<file path="config.mk">
export PLATFORM = sky130hd
export DESIGN_NAME = ex_div_unit_flat
export DESIGN_NICKNAME = d
export VERILOG_FILES = /design/src/rtl/ex_div_unit_pkg.sv /design/src/rtl/ex_div_unit_if.sv /design/src/rtl/ex_div_unit_div_step.sv /design/src/rtl/ex_div_unit.sv /design/src/flat_wrapper.sv
export SDC_FILE = /design/constraint.sdc
export NUM_CORES = 1
export LEC_CHECK = 0
export BUFFER_PORTS_ARGS = -buffer_cell sky130_fd_sc_hd__buf_2
export CORE_ASPECT_RATIO = 1.25
export CORE_MARGIN = 2
export CORE_UTILIZATION = 63
export DETAILED_ROUTE_END_ITERATION = 8
export HOLD_SLACK_MARGIN = 0.12
export PLACE_DENSITY = 0.91
export SYNTH_ARGS = -nofsm -noshare
export SYNTH_HDL_FRONTEND = slang
export SYNTH_HIERARCHICAL = 1
export SYNTH_SLANG_ARGS = --single-unit
</file>
<file path="constraint.sdc">
create_clock -name i_clk -period 5.1 [get_ports i_clk]
set_clock_uncertainty 0.05 [all_clocks]
set_input_delay 0.51 -clock i_clk [delete_from_list [all_inputs] [get_ports i_clk]]
set_output_delay 0.51 -clock i_clk [all_outputs]
set_load 0.1 [all_outputs]
</file>
<file path="src/rtl/ex_div_unit_pkg.sv">
// ---------------------------------------------------------------------------
// ex_div_unit_pkg
// Shared types and constants for the EX-stage DIV/DIVU engine.
//   DATA_WIDTH   operand/result width; one restoring step per bit
//   CNT_W        width of the CALC step counter
//   data_t       operand/result word
//   cnt_t        step counter
//   div_state_e  divider FSM state (IDLE / CALC / DONE)
//   abs_val()    magnitude of a word, two's complement only when is_signed
// ---------------------------------------------------------------------------
package ex_div_unit_pkg;

  localparam int DATA_WIDTH = 32;
  localparam int CNT_W      = $clog2(DATA_WIDTH);

  typedef logic [DATA_WIDTH-1:0] data_t;
  typedef logic [CNT_W-1:0]      cnt_t;

  typedef enum logic [1:0] {
    DIV_STATE_IDLE = 2'd0,
    DIV_STATE_CALC = 2'd1,
    DIV_STATE_DONE = 2'd2
  } div_state_e;

  // 0x80000000 maps onto itself, which is the correct unsigned magnitude.
  function automatic data_t abs_val(input data_t x, input logic is_signed);
    return (is_signed && x[DATA_WIDTH-1]) ? data_t'(-x) : x;
  endfunction

endpackage

</file>
<file path="src/rtl/ex_div_unit_if.sv">
// ---------------------------------------------------------------------------
// ex_div_unit_if
// Connection between the EX stage / pipeline controller (master) and the
// divider (slave).
//   start, signed_div, op_a, op_b   instruction held in EX
//   stall_ex, flush                 controller commands back to EX
//   stall_req                       divider asks the controller to stall
//   result_valid, quotient, remainder  LO/HI results
//
// Handshake: while start is high and the divider is not finished, stall_req
// is high and the instruction must stay in EX. The cycle result_valid is
// high with stall_ex low is the accept cycle: quotient/remainder are consumed
// and the instruction leaves EX at the following edge. While stall_ex is high
// result_valid and the results hold. flush cancels everything in the same
// cycle (stall_req and result_valid drop to 0).
// ---------------------------------------------------------------------------
interface ex_div_unit_if;
  import ex_div_unit_pkg::*;

  logic  start;
  logic  signed_div;
  data_t op_a;
  data_t op_b;
  logic  stall_ex;
  logic  flush;
  logic  stall_req;
  logic  result_valid;
  data_t quotient;
  data_t remainder;

  modport master (
    output start, signed_div, op_a, op_b, stall_ex, flush,
    input  stall_req, result_valid, quotient, remainder
  );

  modport slave (
    input  start, signed_div, op_a, op_b, stall_ex, flush,
    output stall_req, result_valid, quotient, remainder
  );

endinterface

</file>
<file path="src/rtl/ex_div_unit_div_step.sv">
// ---------------------------------------------------------------------------
// ex_div_unit_div_step
// One combinational restoring-division step on magnitudes.
//   i_rem      partial remainder (always < i_divisor when i_divisor != 0)
//   i_quo      remaining dividend bits in the MSBs, quotient bits in the LSBs
//   i_divisor  divisor magnitude
//   o_rem      next partial remainder
//   o_quo      i_quo shifted left with the new quotient bit appended
// ---------------------------------------------------------------------------
module ex_div_unit_div_step
  import ex_div_unit_pkg::*;
(
  input  data_t i_rem,
  input  data_t i_quo,
  input  data_t i_divisor,
  output data_t o_rem,
  output data_t o_quo
);

  // One extra bit: the shifted remainder can exceed DATA_WIDTH bits, and the
  // top bit of the difference is the borrow that decides the quotient bit.
  logic [DATA_WIDTH:0] w_shift;
  logic [DATA_WIDTH:0] w_diff;

  always_comb begin
    w_shift = {i_rem, i_quo[DATA_WIDTH-1]};
    w_diff  = w_shift - {1'b0, i_divisor};
    if (!w_diff[DATA_WIDTH]) begin
      o_rem = w_diff[DATA_WIDTH-1:0];
      o_quo = {i_quo[DATA_WIDTH-2:0], 1'b1};
    end else begin
      o_rem = w_shift[DATA_WIDTH-1:0];
      o_quo = {i_quo[DATA_WIDTH-2:0], 1'b0};
    end
  end

endmodule

</file>
<file path="src/rtl/ex_div_unit.sv">
// ---------------------------------------------------------------------------
// ex_div_unit
// Multi-cycle DIV/DIVU engine in the EX stage. Requests a pipeline stall
// while dividing, obeys stall_ex/flush from the controller and presents
// quotient (LO) and remainder (HI) while in DONE.
//   i_clk        rising-edge clock
//   i_rst_n      asynchronous active-low reset
//   bus          ex_div_unit_if.slave (operands, controller commands, results)
//   o_dbg_state  current FSM state
// Optional feature macro: DIV_EARLY_OUT_EN -- divide by zero or |a| < |b|
// goes IDLE -> DONE directly (one cycle of stall_req instead of 33).
// ---------------------------------------------------------------------------
module ex_div_unit
  import ex_div_unit_pkg::*;
(
  input  logic         i_clk,
  input  logic         i_rst_n,
  ex_div_unit_if.slave bus,
  output div_state_e   o_dbg_state
);

  div_state_e r_state;
  div_state_e w_next_state;
  cnt_t       r_cnt;
  data_t      r_rem;
  data_t      r_quo;
  data_t      r_divisor;
  logic       r_neg_q;
  logic       r_neg_r;

  data_t      w_abs_a;
  data_t      w_abs_b;
  logic       w_accept;
  logic       w_early;
  data_t      w_step_rem;
  data_t      w_step_quo;

  assign w_abs_a  = abs_val(bus.op_a, bus.signed_div);
  assign w_abs_b  = abs_val(bus.op_b, bus.signed_div);
  assign w_accept = (r_state == DIV_STATE_IDLE) && bus.start && !bus.flush;

`ifdef DIV_EARLY_OUT_EN
  assign w_early = (bus.op_b == '0) || (w_abs_a < w_abs_b);
`else
  assign w_early = 1'b0;
`endif

  ex_div_unit_div_step u_step (
    .i_rem     (r_rem),
    .i_quo     (r_quo),
    .i_divisor (r_divisor),
    .o_rem     (w_step_rem),
    .o_quo     (w_step_quo)
  );

  // State register
  always_ff @(posedge i_clk or negedge i_rst_n) begin
    if (!i_rst_n) r_state <= DIV_STATE_IDLE;
    else          r_state <= w_next_state;
  end

  // Next-state logic
  always_comb begin
    w_next_state = r_state;
    if (bus.flush) begin
      w_next_state = DIV_STATE_IDLE;
    end else begin
      case (r_state)
        DIV_STATE_IDLE: if (bus.start) w_next_state = w_early ? DIV_STATE_DONE : DIV_STATE_CALC;
        // start dropping mid-CALC means the instruction was killed upstream.
        DIV_STATE_CALC: begin
          if (!bus.start)                          w_next_state = DIV_STATE_IDLE;
          else if (r_cnt == cnt_t'(DATA_WIDTH-1))  w_next_state = DIV_STATE_DONE;
        end
        DIV_STATE_DONE: if (!bus.stall_ex) w_next_state = DIV_STATE_IDLE;
        default:        w_next_state = DIV_STATE_IDLE;
      endcase
    end
  end

  // Datapath: operands are captured only on acceptance; DONE holds everything.
  always_ff @(posedge i_clk or negedge i_rst_n) begin
    if (!i_rst_n) begin
      r_cnt     <= '0;
      r_rem     <= '0;
      r_quo     <= '0;
      r_divisor <= '0;
      r_neg_q   <= 1'b0;
      r_neg_r   <= 1'b0;
    end else if (w_accept) begin
      r_cnt     <= '0;
      r_divisor <= w_abs_b;
      r_neg_q   <= bus.signed_div && (bus.op_a[DATA_WIDTH-1] ^ bus.op_b[DATA_WIDTH-1]);
      r_neg_r   <= bus.signed_div && bus.op_a[DATA_WIDTH-1];
      if (w_early) begin
        // Same magnitudes the full iteration would produce in these cases.
        r_rem <= w_abs_a;
        r_quo <= (bus.op_b == '0) ? '1 : '0;
      end else begin
        r_rem <= '0;
        r_quo <= w_abs_a;
      end
    end else if (r_state == DIV_STATE_CALC) begin
      r_rem <= w_step_rem;
      r_quo <= w_step_quo;
      r_cnt <= r_cnt + 1'b1;
    end
  end

  // Outputs. Gated by i_rst_n so a held start cannot raise stall_req in reset.
  always_comb begin
    bus.stall_req    = i_rst_n && !bus.flush &&
                       ((r_state == DIV_STATE_CALC) || ((r_state == DIV_STATE_IDLE) && bus.start));
    bus.result_valid = i_rst_n && !bus.flush && (r_state == DIV_STATE_DONE);
    bus.quotient     = '0;
    bus.remainder    = '0;
    if (bus.result_valid) begin
      bus.quotient  = r_neg_q ? data_t'(-r_quo) : r_quo;
      bus.remainder = r_neg_r ? data_t'(-r_rem) : r_rem;
    end
  end

  assign o_dbg_state = r_state;

endmodule

</file>
<file path="src/flat_wrapper.sv">
// flat-port wrapper written by rule: the top's interface ports become plain ports
module ex_div_unit_flat import ex_div_unit_pkg::*;
  (i_clk, i_rst_n, o_dbg_state, bus_start, bus_signed_div, bus_op_a, bus_op_b, bus_stall_ex, bus_flush, bus_stall_req, bus_result_valid, bus_quotient, bus_remainder);
  ex_div_unit_if bus_i ();
  input  logic i_clk;
  input  logic i_rst_n;
  output div_state_e o_dbg_state;
  input wire logic [$bits(bus_i.start)-1:0] bus_start;
  input wire logic [$bits(bus_i.signed_div)-1:0] bus_signed_div;
  input wire logic [$bits(bus_i.op_a)-1:0] bus_op_a;
  input wire logic [$bits(bus_i.op_b)-1:0] bus_op_b;
  input wire logic [$bits(bus_i.stall_ex)-1:0] bus_stall_ex;
  input wire logic [$bits(bus_i.flush)-1:0] bus_flush;
  output wire logic [$bits(bus_i.stall_req)-1:0] bus_stall_req;
  output wire logic [$bits(bus_i.result_valid)-1:0] bus_result_valid;
  output wire logic [$bits(bus_i.quotient)-1:0] bus_quotient;
  output wire logic [$bits(bus_i.remainder)-1:0] bus_remainder;
  assign bus_i.start = bus_start;
  assign bus_i.signed_div = bus_signed_div;
  assign bus_i.op_a = bus_op_a;
  assign bus_i.op_b = bus_op_b;
  assign bus_i.stall_ex = bus_stall_ex;
  assign bus_i.flush = bus_flush;
  assign bus_stall_req = bus_i.stall_req;
  assign bus_result_valid = bus_i.result_valid;
  assign bus_quotient = bus_i.quotient;
  assign bus_remainder = bus_i.remainder;
  ex_div_unit u_core (.i_clk(i_clk), .i_rst_n(i_rst_n), .bus(bus_i), .o_dbg_state(o_dbg_state));
endmodule
</file>
==> reports/results.ini, run 1 <==
[place]
numPortBuffers=137
finalWeightedCongestion=0.922
dpl_worst_slack_ns=1.32
hpwl_um=19900
place_inst=1431

[grt]
overflow=0
grt_start_max_net_pins=94
grt_usage=0.324
grt_pass1_vias=8867
antenna_found_initial=0
grt_pass1_wl_um=43100

[detailed_routing]
first_iter_violations=793
wirelength_um=26800
first_pass_iters=5
drc=0
ant_nets=0
num_vias=9442
vias_per_cell=6.53
wl_per_cell_um=18.5

[power_and_ir_drop]
powerDensity_nw_per_um2=517
switching_share=0.458
pwr-share-clk=0.132
seq_power_share=0.261
irDropWorstVdd_v=0.000340
cell_internal_pwr_mw=2.97
power_switching_mw=2.51
p_comb_frac=0.607
power_mw=5.48
p_leak_nw=4.83

[clock_network]
cts_hold_buf=0
clkTransAtPathRegs_ns=0.08
clockBufferDepth=2
h-tree-depth=3
cts_tree=done
cts_buffers=9
clock_latency_ns=0.36
cts_num_sinks=105
cts_resized=0
cts_root_buffer=clkbuf_16
post-cts-setup-buffer-count=0

[floorplanning]
fp.dieH_um=144
start_util=0.640
core_area_sq_um=15400
io_pins=138
dieArea_sq_um=16700
rows=51
die_w_um=116

[layout]
syn2layout_area_growth_pct=7.41
diodes=0
multi_input_area_sq_um=6480
finalNonFillerCells=1447
final_layout_size_suffix_gt1_frac=0.185
seqCellArea_sq_um=2630
n_fill_cell=1222
nets=1339

[worst_setup_path]
critPathCapture=u_core/r_rem[9]
path_class=flip-flop to flip-flop
r2r-start=u_core/r_quo[31]
timing.rr.end=u_core/r_rem[9]
max_stage_delay_ns=0.42
crit_slowest_cell=dfrtp_1
cp_data_arrival_time_ns=4.11
worst-path-max-fanout=24
cp-start-kind=flip-flop
path_cells=inv_1 -> ha_1 -> fa_1 -> and2b_1 -> o2111ai_2 -> a21oi_2 -> o2111ai_1 -> a211oi_2 -> nor2_4 -> mux2i_4 -> and2_4 -> inv_8 -> mux2_4 -> a22o_1
cp-end-kind=flip-flop
worstSetupStartpoint=u_core/r_quo[31]
path_delay_family=compound AO/OA/AOI/OAI gates
r2r_slack_ns=1.19
worstRegToRegCells=14
worstPathBufferInverterCount=2
cp.depth=14
worst_ep_required_time_ns=5.30

[run_status]
status=finished, final reports clean

[logic_synthesis]
synth.area.top_cells=dfrtp_1 (27%), xor2_1 (7.8%), ha_1 (4.8%), xnor2_1 (4.5%), o21ai_0 (4.5%)
synth_top_area_cell=dfrtp_1
synth_flop_cell=dfrtp_1
yosysMostFrequentCell=nor2_1
yosys.area_share.simple=0.197
async_flop_share=1.00
synth_xor_area_frac=0.123
synth_compound_area_frac=0.238
muxShareOfSynthArea=0.0448
yosys.area_share.adder=0.0501
avgSynthCellArea_sq_um=8.45
ys_seq_area_frac=0.266
synth_warnings=6
synth_top_area_share=0.266
synth_edf_count=0
syn-num-nets=1279
synthCells=1170
synth_cell_types=94
synth_top_family_by_area=compound AO/OA/AOI/OAI gates
synthesis.area_sq_um=9880
synth.cells.most_frequent=nor2_1 (110), dfrtp_1 (105), o21ai_0 (88), xor2_1 (88), nand2_1 (85)
ys_ff_latch=105

[timing]
layout_setup_ws_ns=1.19
tightest_slew_ns=1.20
fin_crit_sh=0.768
fmax_mhz=255
hold_violations=0
period_minus_slack_ns=3.91
setup_tns_ns=0
slew_headroom=0.193
rsz0062_at_grt=false
slew_violations=0
setup_violations=0

[min_path]
hold_path_class=input pin to async pin

[flow_run]
cap_violations=0

[metrics by stage]
step           hold WS [ns]  cell area, sq um   util
2_1_floorplan         0.164              9880      -
3_3_place_gp          0.416             10300  0.667
3_5_place_dp          0.420             10300  0.667
4_1_cts               0.234             10600  0.687
5_1_grt               0.257             10600  0.687
6_report              0.216             10600  0.687
[worst min path at each step]
stage,from,end,slack (ns),cells past startpoint
global route,i_rst_n,u_core/r_quo[27],0.26,2
CTS,i_rst_n,u_core/r_cnt[1],0.23,2
finish,i_rst_n,u_core/r_quo[6],0.22,2
detailed placement,u_core/r_divisor[15],u_core/r_divisor[15],0.42,2
global placement,u_core/r_divisor[12],u_core/r_divisor[12],0.42,2
floorplan,i_rst_n,u_core/o_dbg_state[0],0.16,0
[power groups by stage]
stage	combinational, mW	clock [mW]	sequential (mW)
floorplan	2.93	0	1.28
global placement	3.13	0	1.41
detailed placement	3.24	0	1.43
CTS	3.26	0.729	1.42
global route	3.61	0.758	1.46
finish	3.33	0.726	1.43
[registers in the layout (all words and copies together), names as in the netlist]
register	cells
u_core/o_dbg_state	2
u_core/r_quo	32
u_core/r_divisor	32
u_core/r_cnt	5
u_core/r_neg_q	1
u_core/r_rem	32
u_core/r_neg_r	1
[cells by family (layout without fill, tap and decap cells)]
logic type,Yosys count,in the layout
DFF,105,105
xor gates and xnor gates,139,139
and+or+nand+nor,370,370
adders and majority gates,39,39
AOI/OAI and AO/OA,337,337
buffers and inverters,147,212
muxes,33,33
[cell usage in the layout, fill, tap and decap left out, drive strengths merged, types with 4 or more instances in the layout]
master	count
a21o	18
a22o	32
xnor2	51
mux2	23
or3	17
mux2i	10
ha	38
nand4	13
o21bai	5
o41ai	28
nand3	23
nand2	85
nand2b	10
buf	142
nor3b	4
clkinv	4
or4	8
clkbuf	9
nor2	111
o21ai	91
nor3	38
dfrtp	105
and2	5
o21a	8
or2	6
a211oi	6
a21oi	43
nor2b	6
and3	14
a22oi	23
nor4	14
inv	55
o31ai	25
a31oi	23
xor2	88
o2111ai	6
[routing by layer]
metal | up-vias | GRT usage | wire (um)
met5 | - | 0 | 0
met2 | 522 | 0.561 | 13300
met1 | 4462 | 0.397 | 10100
met3 | 98 | 0.0402 | 2100
met4 | 0 | 0.160 | 1270
li1 | 4360 | - | -
[final cells by class]
type,instances,share of cell area
well taps,212,0.0250
clock buffers,9,0.0212
repair buffers,142,0.0684
inverters,54,0.0198
flip-flops and latches,105,0.248
multi-input cells,918,0.610
clock inverters,7,0.00755
Power figures use the tool's default switching activity.
==> run 2: changes to the inputs <==
--- a/config.mk
+++ b/config.mk
@@ -8,10 +8,10 @@
 export BUFFER_PORTS_ARGS = -buffer_cell sky130_fd_sc_hd__buf_2
 export CORE_ASPECT_RATIO = 1.25
 export CORE_MARGIN = 2
-export CORE_UTILIZATION = 63
+export CORE_UTILIZATION = 60
 export DETAILED_ROUTE_END_ITERATION = 8
 export HOLD_SLACK_MARGIN = 0.12
-export PLACE_DENSITY = 0.91
+export PLACE_DENSITY = 0.88
 export SYNTH_ARGS = -nofsm -noshare
 export SYNTH_HDL_FRONTEND = slang
 export SYNTH_HIERARCHICAL = 1
==> constraint.sdc (replaced) <==
create_clock -name i_clk -period 3.9 [get_ports i_clk]
set_clock_uncertainty 0.05 [all_clocks]
set_input_delay 0.39 -clock i_clk [delete_from_list [all_inputs] [get_ports i_clk]]
set_output_delay 0.39 -clock i_clk [all_outputs]
set_load 0.1 [all_outputs]
==> reports/results.ini, run 2 (synthesis gave the netlist of run 1 again) <==
[run_status]
status=finished, final reports clean  ; unchanged

[worst_setup_path]
r2r_slack_ns=0.17  ; was 1.19 ns
cp-start-kind=flip-flop  ; unchanged
cp_data_arrival_time_ns=3.93  ; was 4.11 ns
worst_ep_required_time_ns=4.10  ; was 5.30 ns
cp-end-kind=flip-flop  ; unchanged
path_class=flip-flop to flip-flop  ; unchanged
worst-path-max-fanout=24  ; unchanged

[layout]
diodes=0  ; unchanged
final_layout_size_suffix_gt1_frac=0.195  ; was 0.185
finalNonFillerCells=1464  ; was 1447
nets=1352  ; was 1339
final_cell_area_sq_um=10700  ; was 10600 sq um
final_common_cell=buf_2  ; unchanged
post-route-util=0.665  ; was 0.687
syn2layout_area_growth_pct=8.67  ; was 7.41%
largest_registers=u_core/r_divisor (32), u_core/r_quo (32), u_core/r_rem (32)  ; unchanged
final_cell_mix=buf_2 (136), nor2_1 (109), dfrtp_1 (105), o21ai_0 (88), xor2_1 (88)  ; unchanged

[detailed_routing]
vias_per_cell=6.39  ; was 6.53
drc=0  ; unchanged
first_iter_violations=800  ; was 793
ant_nets=0  ; unchanged
wl_per_cell_um=18.8  ; was 18.5 um
first_pass_iters=5  ; unchanged
wirelength_um=27500  ; was 26800 um
num_vias=9351  ; was 9442

[grt]
antenna_found_initial=0  ; unchanged
overflow=0  ; unchanged
grt_usage=0.313  ; was 0.324
grt_pass1_vias=8986  ; was 8867
grt_pass1_wl_um=44400  ; was 43100 um
grt_start_max_net_pins=94  ; unchanged

[floorplanning]
core_area_sq_um=16100  ; was 15400 sq um
die_w_um=119  ; was 116 um
rows=52  ; was 51
start_util=0.612  ; was 0.640
io_pins=138  ; unchanged
fp.dieH_um=147  ; was 144 um
dieArea_sq_um=17500  ; was 16700 sq um

[place]
numPortBuffers=137  ; unchanged
placed_cell_area_sq_um=10400  ; was 10300 sq um
finalWeightedCongestion=0.957  ; was 0.922
dpl_worst_slack_ns=0.233  ; was 1.32 ns
hpwl_um=20400  ; was 19900 um
place_inst=1447  ; was 1431

[power_and_ir_drop]
power_mw=7.26  ; was 5.48 mW
p_comb_frac=0.625  ; was 0.607
power_switching_mw=3.33  ; was 2.51 mW
switching_share=0.459  ; was 0.458
pwr-share-clk=0.129  ; was 0.132
powerDensity_nw_per_um2=676  ; was 517 nW/um^2
irDropWorstVdd_v=0.000506  ; was 0.000340 V
seq_power_share=0.246  ; was 0.261
p_leak_nw=4.89  ; was 4.83 nW
cell_internal_pwr_mw=3.93  ; was 2.97 mW

[clock_network]
cts_num_sinks=105  ; unchanged
post-cts-setup-buffer-count=0  ; unchanged
h-tree-depth=3  ; unchanged
clkTransAtPathRegs_ns=0.07  ; was 0.08 ns
clockBufferDepth=2  ; unchanged
cts_tree=done  ; unchanged
clock_latency_ns=0.36  ; about the same
cts_root_buffer=clkbuf_16  ; unchanged
cts_resized=0  ; unchanged
cts_buffers=9  ; unchanged
cts_hold_buf=1  ; was 0

[timing]
holdWs_ns=0.191  ; was 0.216 ns
rsz0062_at_grt=false  ; unchanged
slew_headroom=0.276  ; was 0.193
tightest_slew_ns=1.08  ; was 1.20 ns
hold_violations=0  ; unchanged
setup_tns_ns=0  ; unchanged
layout_setup_ws_ns=0.172  ; was 1.19 ns
period_minus_slack_ns=3.73  ; was 3.91 ns
setup_violations=0  ; unchanged
fin_crit_sh=0.956  ; was 0.768
slew_violations=0  ; unchanged
fmax_mhz=268  ; was 255 MHz

[flow_run]
cap_violations=0  ; unchanged

[min_path]
hold_path_class=input pin to flip-flop  ; was input pin to async pin

run 2: final cells by class:
class	count	area [sq um]
Clock buffer	10	229
Fill cell	1414	5400
Sequential cell	105	2630
Timing Repair Buffer	155	826
Multi-Input combinational cell	918	6510
Inverter	54	210
Tap cell	216	270
Clock inverter	6	65.1
run 2: worst max-delay path, cell delays in order (launching register included):
cell and delay, ns:
dfrtp_1 0.35, inv_1 0.05, ha_1 0.22, fa_1 0.41, and2b_1 0.25, o2111ai_2 0.14
a21oi_2 0.21, o2111ai_1 0.19, a211oi_2 0.37, nor2_4 0.10, mux2i_4 0.33, and2_4 0.30
inv_8 0.13, mux2_4 0.32, a22o_1 0.21
run 2: power by group through the flow:
stage | Sequential, mW | Clock [mW] | Combinational [mW]
floorplan | 1.68 | 0 | 3.84
global placement | 1.77 | 0 | 4.32
detailed placement | 1.79 | 0 | 4.42
CTS | 1.77 | 0.944 | 4.45
global route | 1.83 | 0.988 | 4.91
finish | 1.78 | 0.939 | 4.54
run 2: path summary, 6_finish.rpt:
path | endpoint | cells past startpoint | from
worst max-delay path | u_core/r_rem[16] | 14 | u_core/r_quo[31]
worst min-delay path | u_core/o_dbg_state[1] | 2 | bus_flush
worst max register to register | u_core/r_rem[16] | 14 | u_core/r_quo[31]
worst min register to register | u_core/r_divisor[28] | 2 | u_core/r_divisor[28]
max in group asynchronous | u_core/r_neg_r | 4 | i_rst_n
min in group asynchronous | u_core/r_divisor[16] | 3 | i_rst_n
run 2: routing by layer:
layer  track usage  share of wire
met4         0.196          0.059
met3        0.0417          0.069
met1         0.369           0.38
met5             0              0
met2         0.538           0.49
